$ cat src/rtl/fwd_hazard_unit.sv
// EX-stage forwarding select, load-use stall and branch flush for the 5-stage RV32I core.
// Build option: define HAZ_FWD_EN to enable forwarding; otherwise dependents wait in ID.
module fwd_hazard_unit #(
  parameter int REG_AW  = 5,
  parameter bit WB_THRU = 1'b1
) (
  input  logic              i_clk,
  input  logic              i_reset,
  input  logic              i_id_valid,
  input  logic [REG_AW-1:0] i_id_rs1,
  input  logic [REG_AW-1:0] i_id_rs2,
  input  logic [REG_AW-1:0] i_id_rd,
  input  logic              i_id_rd_wren,
  input  logic              i_id_is_load,
  input  logic              i_ex_br_taken,
  output logic [1:0]        o_fwd_a_sel,
  output logic [1:0]        o_fwd_b_sel,
  output logic              o_stall,
  output logic              o_flush_ifid,
  output logic              o_flush_idex
);

  typedef enum logic [1:0] {
    SEL_RF   = 2'b00,
    SEL_MEM  = 2'b01,
    SEL_WB   = 2'b10,
    SEL_NONE = 2'b11
  } fwd_sel_e;

  typedef struct packed {
    logic              valid;
    logic [REG_AW-1:0] rd;
    logic              wren;
    logic              is_load;
  } tag_t;

  typedef struct packed {
    tag_t              tag;
    logic [REG_AW-1:0] rs1;
    logic [REG_AW-1:0] rs2;
  } ex_tag_t;

  ex_tag_t r_ex;
  tag_t    r_mem;
  tag_t    r_wb;

  logic     w_hit_ex;
  logic     w_hit_mem;
  logic     w_hit_wb;
  logic     w_stall_req;
  logic     w_id_advance;
  fwd_sel_e w_fwd_a;
  fwd_sel_e w_fwd_b;
  logic     w_unused;

  // A stage produces register r only if it is real, writes, and r is not x0.
  function automatic logic f_writer(input tag_t s, input logic [REG_AW-1:0] r);
    return s.valid && s.wren && (s.rd == r) && (r != '0);
  endfunction

  function automatic logic f_id_hit(input tag_t s, input logic [REG_AW-1:0] rs1,
                                    input logic [REG_AW-1:0] rs2);
    return f_writer(s, rs1) || f_writer(s, rs2);
  endfunction

`ifdef HAZ_FWD_EN
  // A load in MEM has no data yet; the load-use stall keeps that case from arising.
  function automatic fwd_sel_e f_fwd_sel(input tag_t mem, input tag_t wb,
                                         input logic [REG_AW-1:0] r);
    if (f_writer(mem, r) && !mem.is_load) return SEL_MEM;
    if (f_writer(wb, r))                  return SEL_WB;
    return SEL_RF;
  endfunction
`endif

  assign w_hit_ex  = f_id_hit(r_ex.tag, i_id_rs1, i_id_rs2);
  assign w_hit_mem = f_id_hit(r_mem,    i_id_rs1, i_id_rs2);
  assign w_hit_wb  = f_id_hit(r_wb,     i_id_rs1, i_id_rs2);

  always_comb begin
    // NOTE: every variable gets a default first so no branch can infer a latch.
    w_fwd_a     = SEL_RF;
    w_fwd_b     = SEL_RF;
    w_stall_req = 1'b0;
`ifdef HAZ_FWD_EN
    w_fwd_a     = f_fwd_sel(r_mem, r_wb, r_ex.rs1);
    w_fwd_b     = f_fwd_sel(r_mem, r_wb, r_ex.rs2);
    w_stall_req = i_id_valid && ((r_ex.tag.is_load && w_hit_ex) || (!WB_THRU && w_hit_wb));
`else
    w_stall_req = i_id_valid && (w_hit_ex || w_hit_mem || (!WB_THRU && w_hit_wb));
`endif
  end

  // A taken branch kills the ID instruction, so it must never also hold the front end.
  assign o_stall      = w_stall_req && !i_ex_br_taken;
  assign o_flush_ifid = i_ex_br_taken;
  assign o_flush_idex = i_ex_br_taken;
  assign o_fwd_a_sel  = w_fwd_a;
  assign o_fwd_b_sel  = w_fwd_b;

  assign w_id_advance = i_id_valid && !o_stall && !i_ex_br_taken;

  always_ff @(posedge i_clk or posedge i_reset) begin
    if (i_reset) begin
      r_ex  <= '0;
      r_mem <= '0;
      r_wb  <= '0;
    end else begin
      // NOTE: non-blocking updates let every stage read its predecessor's old value.
      r_wb  <= r_mem;
      r_mem <= r_ex.tag;
      if (w_id_advance) begin
        r_ex.tag.valid   <= 1'b1;
        r_ex.tag.rd      <= i_id_rd;
        r_ex.tag.wren    <= i_id_rd_wren;
        r_ex.tag.is_load <= i_id_is_load;
        r_ex.rs1         <= i_id_rs1;
        r_ex.rs2         <= i_id_rs2;
      end else begin
        r_ex <= '0;
      end
    end
  end

`ifdef HAZ_FWD_EN
  assign w_unused = r_wb.is_load ^ w_hit_mem;
`else
  assign w_unused = ^{r_wb.is_load, r_ex.rs1, r_ex.rs2};
`endif

endmodule
$ cat config.mk
export PLATFORM = sky130hd
export DESIGN_NAME = fwd_hazard_unit
export DESIGN_NICKNAME = d
export VERILOG_FILES = /design/src/rtl/fwd_hazard_unit.sv
export SDC_FILE = /design/constraint.sdc
export NUM_CORES = 1
export LEC_CHECK = 0
export CAP_MARGIN = 20
export CORE_ASPECT_RATIO = 1.1
export CORE_UTILIZATION = 38
export DETAILED_ROUTE_END_ITERATION = 6
export PLACE_DENSITY = 0.79
export SETUP_SLACK_MARGIN = 0.3
export SYNTH_ARGS = -nofsm -noshare
export SYNTH_HDL_FRONTEND = slang
export SYNTH_SLANG_ARGS = --single-unit
export TNS_END_PERCENT = 10
$ cat constraint.sdc
create_clock -name i_clk -period 1.7 [get_ports i_clk]
set_input_delay 0.34 -clock i_clk [delete_from_list [all_inputs] [get_ports i_clk]]
set_output_delay 0.34 -clock i_clk [all_outputs]
set_load 0.02 [all_outputs]
# Word-level counts from Yosys, hierarchy flattened
# Cells that the tools add are included.
# totals
register_bits,14
latch_bits,0
ram_bits,0
rom_bits,0
in_bits,21
out_inout_bits,7
word_cells,32
n_memories,0
# classes
add_sub_neg,0
mul,0
n_div,0
magnitude_cmp,0
n_eq_ne,4
n_shift,0
mux,1
n_bitwise,0
n_reduce_logical,21
# ops
cell,n
equality test 5 bit,4
2-to-1 mux 18 bit,1
logical AND 1 bit,14
nonzero test 5 bit,2
logical OR 1 bit,3
zero test 1 bit,2

# Logic depth before layout (Yosys ltp)
# depth
ltp_word,11
ltp_mapped,5
ltp_nobuf,5

# Worst setup path after synthesis
# No wires, ideal clock.
# synth_path
kind,register to output
startpoint,register r_ex[15] (netlist name)
endpoint,output o_stall
arrival_time_ps,1387
path_slack_ps,-27
path_stages_with_launch,6
path_buffers,0
cell_sequence,dfrtp_1 -> xor2_1 -> nor3_1 -> nand4_1 -> a21oi_2 -> o21a_1
# synth_via
elab_chain_len,7
word_cells_on_any_way,10
cone_classes,eq/ne: 2; reduce/logical: 8
# synth_lines
item,line,rtl
from (decl),43,ex_tag_t r_ex;
equality test 5 bit,58,return s.valid && s.wren && (s.rd == r) && (r != '0);
logical AND 1 bit (2 in a row),58,
logical OR 1 bit *,63,"return f_writer(s, rs1) || f_writer(s, rs2);"
logical OR 1 bit *,90,w_stall_req = i_id_valid && (w_hit_ex || w_hit_mem || (!WB_THRU && w_hit_wb));
logical AND 1 bit *,90,
logical AND 1 bit *,95,assign o_stall = w_stall_req && !i_ex_br_taken;
to (decl),18,"output logic o_stall,"
# Mark *: on every way between the ends. The rest lies on a longest branch, timed or not.

# Worst setup path in the final report
# layout_path
startpoint,register r_mem[2] (netlist name)
endpoint,output o_stall
# layout_via
elab_chain_len,7
word_cells_on_any_way,10
cone_classes,eq/ne: 2; reduce/logical: 8
# layout_lines
item,line,rtl
from (decl),44,tag_t r_mem;
from (signal assigned),111,r_mem <= r_ex.tag;
equality test 5 bit,58,
logical AND 1 bit (2 in a row),58,
logical OR 1 bit *,63,
logical OR 1 bit *,90,
logical AND 1 bit *,90,
logical AND 1 bit *,95,
# Marked as above.

==> metrics.md <==
| Metric | Value |
|---|---|
| Status | `finished with violations` |
| Failing checks | `setup timing` |
| Distinct cells, synth | `15` |
| Startpoint types | `flop` |
| Final WS setup | `-271 ps` |
| Reg2Reg Depth | `7` |
| Fmax | `507 MHz` |
| Core Util, Final | `61.7%` |
| Hold_buf cts | `0` |
| Sequential power share | `48.8%` |
| Dpl hpwl | `1.24 mm` |
| Mapped Cells | `76` |
| TritonCTS clock tree | `yes` |
| Largest net degree at the start of global routing | `15` |
| CP startpoint | `r_mem[2]` |
| Clk_lat worst skew | `270 ps` |
| Commonest cells after routing, fill and taps aside | `14 x dfrtp_1, 13 x buf_4, 12 x xor2_1, 10 x nand2_1, 10 x dlygate4sd2_1` |
| Final hold vios | `0` |
| WP buf/inv | `1` |
| IO Port Bufs | `22` |
| Core area | `0.00182 mm²` |
| Via count | `628` |
| Internal | `0.553 mW` |
| Yosys reg bits | `14` |
| Commonest non-fill, non-tap cell in the layout | `dfrtp_1` |
| Routed WL | `1.53 mm` |
| Worst path cell trace | `xor2_1 -> nor3_2 -> nand4_1 -> a21oi_2 -> o21a_2 -> buf_6` |
| Vias in the first global route | `615` |
| Comb power frac | `19.7%` |
| Peak supply drop | `0.524 mV` |
| Clk slew on worst S/H paths | `80 ps` |
| Avg Cell Area, Syn | `9.88 µm²` |
| Die area | `0.00216 mm²` |
| Yosys warnings | `0` |
| Initial Utilization | `41.2%` |
| Worst Path Arrival | `1630 ps` |
| Hold_sp | `r_ex[11]` |
| 1st-iter DRT viols | `5` |
| Clk pwr share | `31.5%` |
| CP Depth | `6` |
| Register area share after synthesis | `46.7%` |
| # DRC | `0` |
| Die height | `48.6 µm` |
| Switching pwr | `0.177 mW` |
| N_diodes | `0` |
| Least-Margin Pin Slew | `508 ps` |
| P per Cell Area | `650 mW/mm²` |
| Site Rows | `16` |
| Reg2reg start | `r_ex[16]` |
| Clk sinks | `14` |
| CP endpoint | `o_stall` |
| Initial antenna violation count | `0` |
| Final Cycle Share | `116%` |
| CP required | `1360 ps` |
| DP Area | `0.00107 mm²` |
| Leak Pwr | `0.538 nW` |
| Cts bufs inserted | `3` |
| Crit-path slowest cell | `dfrtp_1` |
| Post-route design area | `0.00112 mm²` |
| Setup Crit Path Kind | `reg2out` |
| Fin nets | `133` |
| Cell family with most CP delay | `flip-flops` |
| GPL Wtd Cong | `0.883` |
| Mapped cell area | `751 µm²` |
| Setup crit end kind | `output port` |
| CTS max path bufs | `2` |
| H-tree depth | `1` |
| Max capacitance violation total | `0` |
| Overflow after GRT | `0` |
| Share of layout cells above drive strength 1 | `24.3%` |
| Worst rel slew slack | `66.1%` |
| Reg2Reg Setup Slack | `200 ps` |
| First-pass GRT wire length | `2.46 mm` |
| Area growth from synthesis to layout | `49.7%` |
| ANT nets after route | `0` |
| Avg WL per Cell | `11.1 µm` |
| Worst Clk Skew | `0.699 ps` |
| Hold Slack | `380 ps` |
| I/O pins | `28` |
| DR vias/cell | `4.55` |
| Drt pass-1 iters | `4` |
| Crit path largest cell delay | `410 ps` |
| Final Power | `0.730 mW` |
| Root buffer cell | `clkbuf_4` |
| # setup viols final | `1` |
| Min Tclk post-route | `1970 ps` |
| Total global-route track usage | `16.0%` |
| Die W | `44.4 µm` |
| RSZ-0062 raised after global routing | `yes` |
| Slew Limit Fails | `0` |
| Reg2reg end | `r_ex[15]` |
| Maximum fanout along the worst path | `2` |
| Sw Share | `24.2%` |
| Hold Crit Class | `reg2reg` |
[kinds of logic after synthesis]
logic type | after synthesis | share of synthesized area, %
other | 1 | 0.500
AOI/OAI and AO/OA | 3 | 3.33
and+or+nand+nor | 30 | 19.2
DFF | 14 | 46.7
buffers and inverters | 8 | 7.00
xor gates and xnor gates | 20 | 23.3
[worst reg2reg max path, delay by kind of cell, from the launching register on]
family,cells,cell delay (ps)
simple gates,3,420
buf+inv,2,230
flops,1,410
compound gates,1,160
xor+xnor,1,160
[state kept, by name, summed over array words and instances (netlist names)]
register	cells
r_ex	7
r_mem	7
[layout make-up]
type,count,area (µm²)
Clock buffer,4,36.3
Fill cell,160,698
Inverter,1,3.75
Multi-Input combinational cell,57,388
Sequential cell,14,350
Tap cell,27,33.8
Timing Repair Buffer,35,312
[synthesized netlist by cell type]
cell type,number,area share (%)
o21a_1,1,1.0
xnor2_1,8,9.3
nor3_1,12,8.0
a21oi_2,2,2.3
inv_1,1,0.50
nor2_1,2,1.0
conb_1,1,0.50
dfrtp_1,14,47
nor3b_1,1,1.0
buf_4,6,6.0
buf_1,1,0.50
nand2_1,10,5.0
nor2b_1,1,0.83
xor2_1,12,14
nand4_1,4,3.3
[metal layers]
layer  global-route usage (%)  up-vias  part of all wire, %  wire length [µm]
li1                         -      314                    -                 -
met5                        0        -                    0                 0
met2                     25.2       28                   51               772
met4                     10.1        0                  1.8                28
met1                     18.4      282                   40               609
met3                     4.85        4                  7.6               116
[power groups by stage]
stage / sequential, mW / clock (mW) / combinational [mW]
after floorplan: 0.361 / 0 / 0.0739
after global placement: 0.362 / 0 / 0.146
after detailed placement: 0.363 / 0 / 0.147
after CTS: 0.357 / 0.236 / 0.143
after global routing: 0.358 / 0.258 / 0.157
final: 0.356 / 0.230 / 0.144
[how the worst min path moves through the flow]
stage | endpoint | slack (ps) | cells after the start
2_1_floorplan | r_ex[11] | 230 | 1
3_3_place_gp | r_mem[1] | 360 | 0
3_5_place_dp | r_mem[1] | 360 | 0
4_1_cts | r_mem[1] | 380 | 0
5_1_grt | r_mem[1] | 390 | 0
6_report | r_mem[1] | 380 | 0
[timing repair]
| item | CTS | global route |
|---|---|---|
| setup buffers | 1 | 0 |
| gates cloned | 0 | 0 |
| pin swaps | 14 | 8 |
| gates resized for setup | 26 | 7 |
| setup endpoints to repair | 10 | 10 |
[per-stage QoR]
step,std cells,TNS [ps],worst slack (ps)
6_report,138,-271,-271
4_1_cts,138,-356,-356
3_5_place_dp,133,-2830,-952
2_1_floorplan,79,0,54.0
3_3_place_gp,133,-2600,-927
5_1_grt,138,-379,-379
Power figures use the tool's default switching activity.
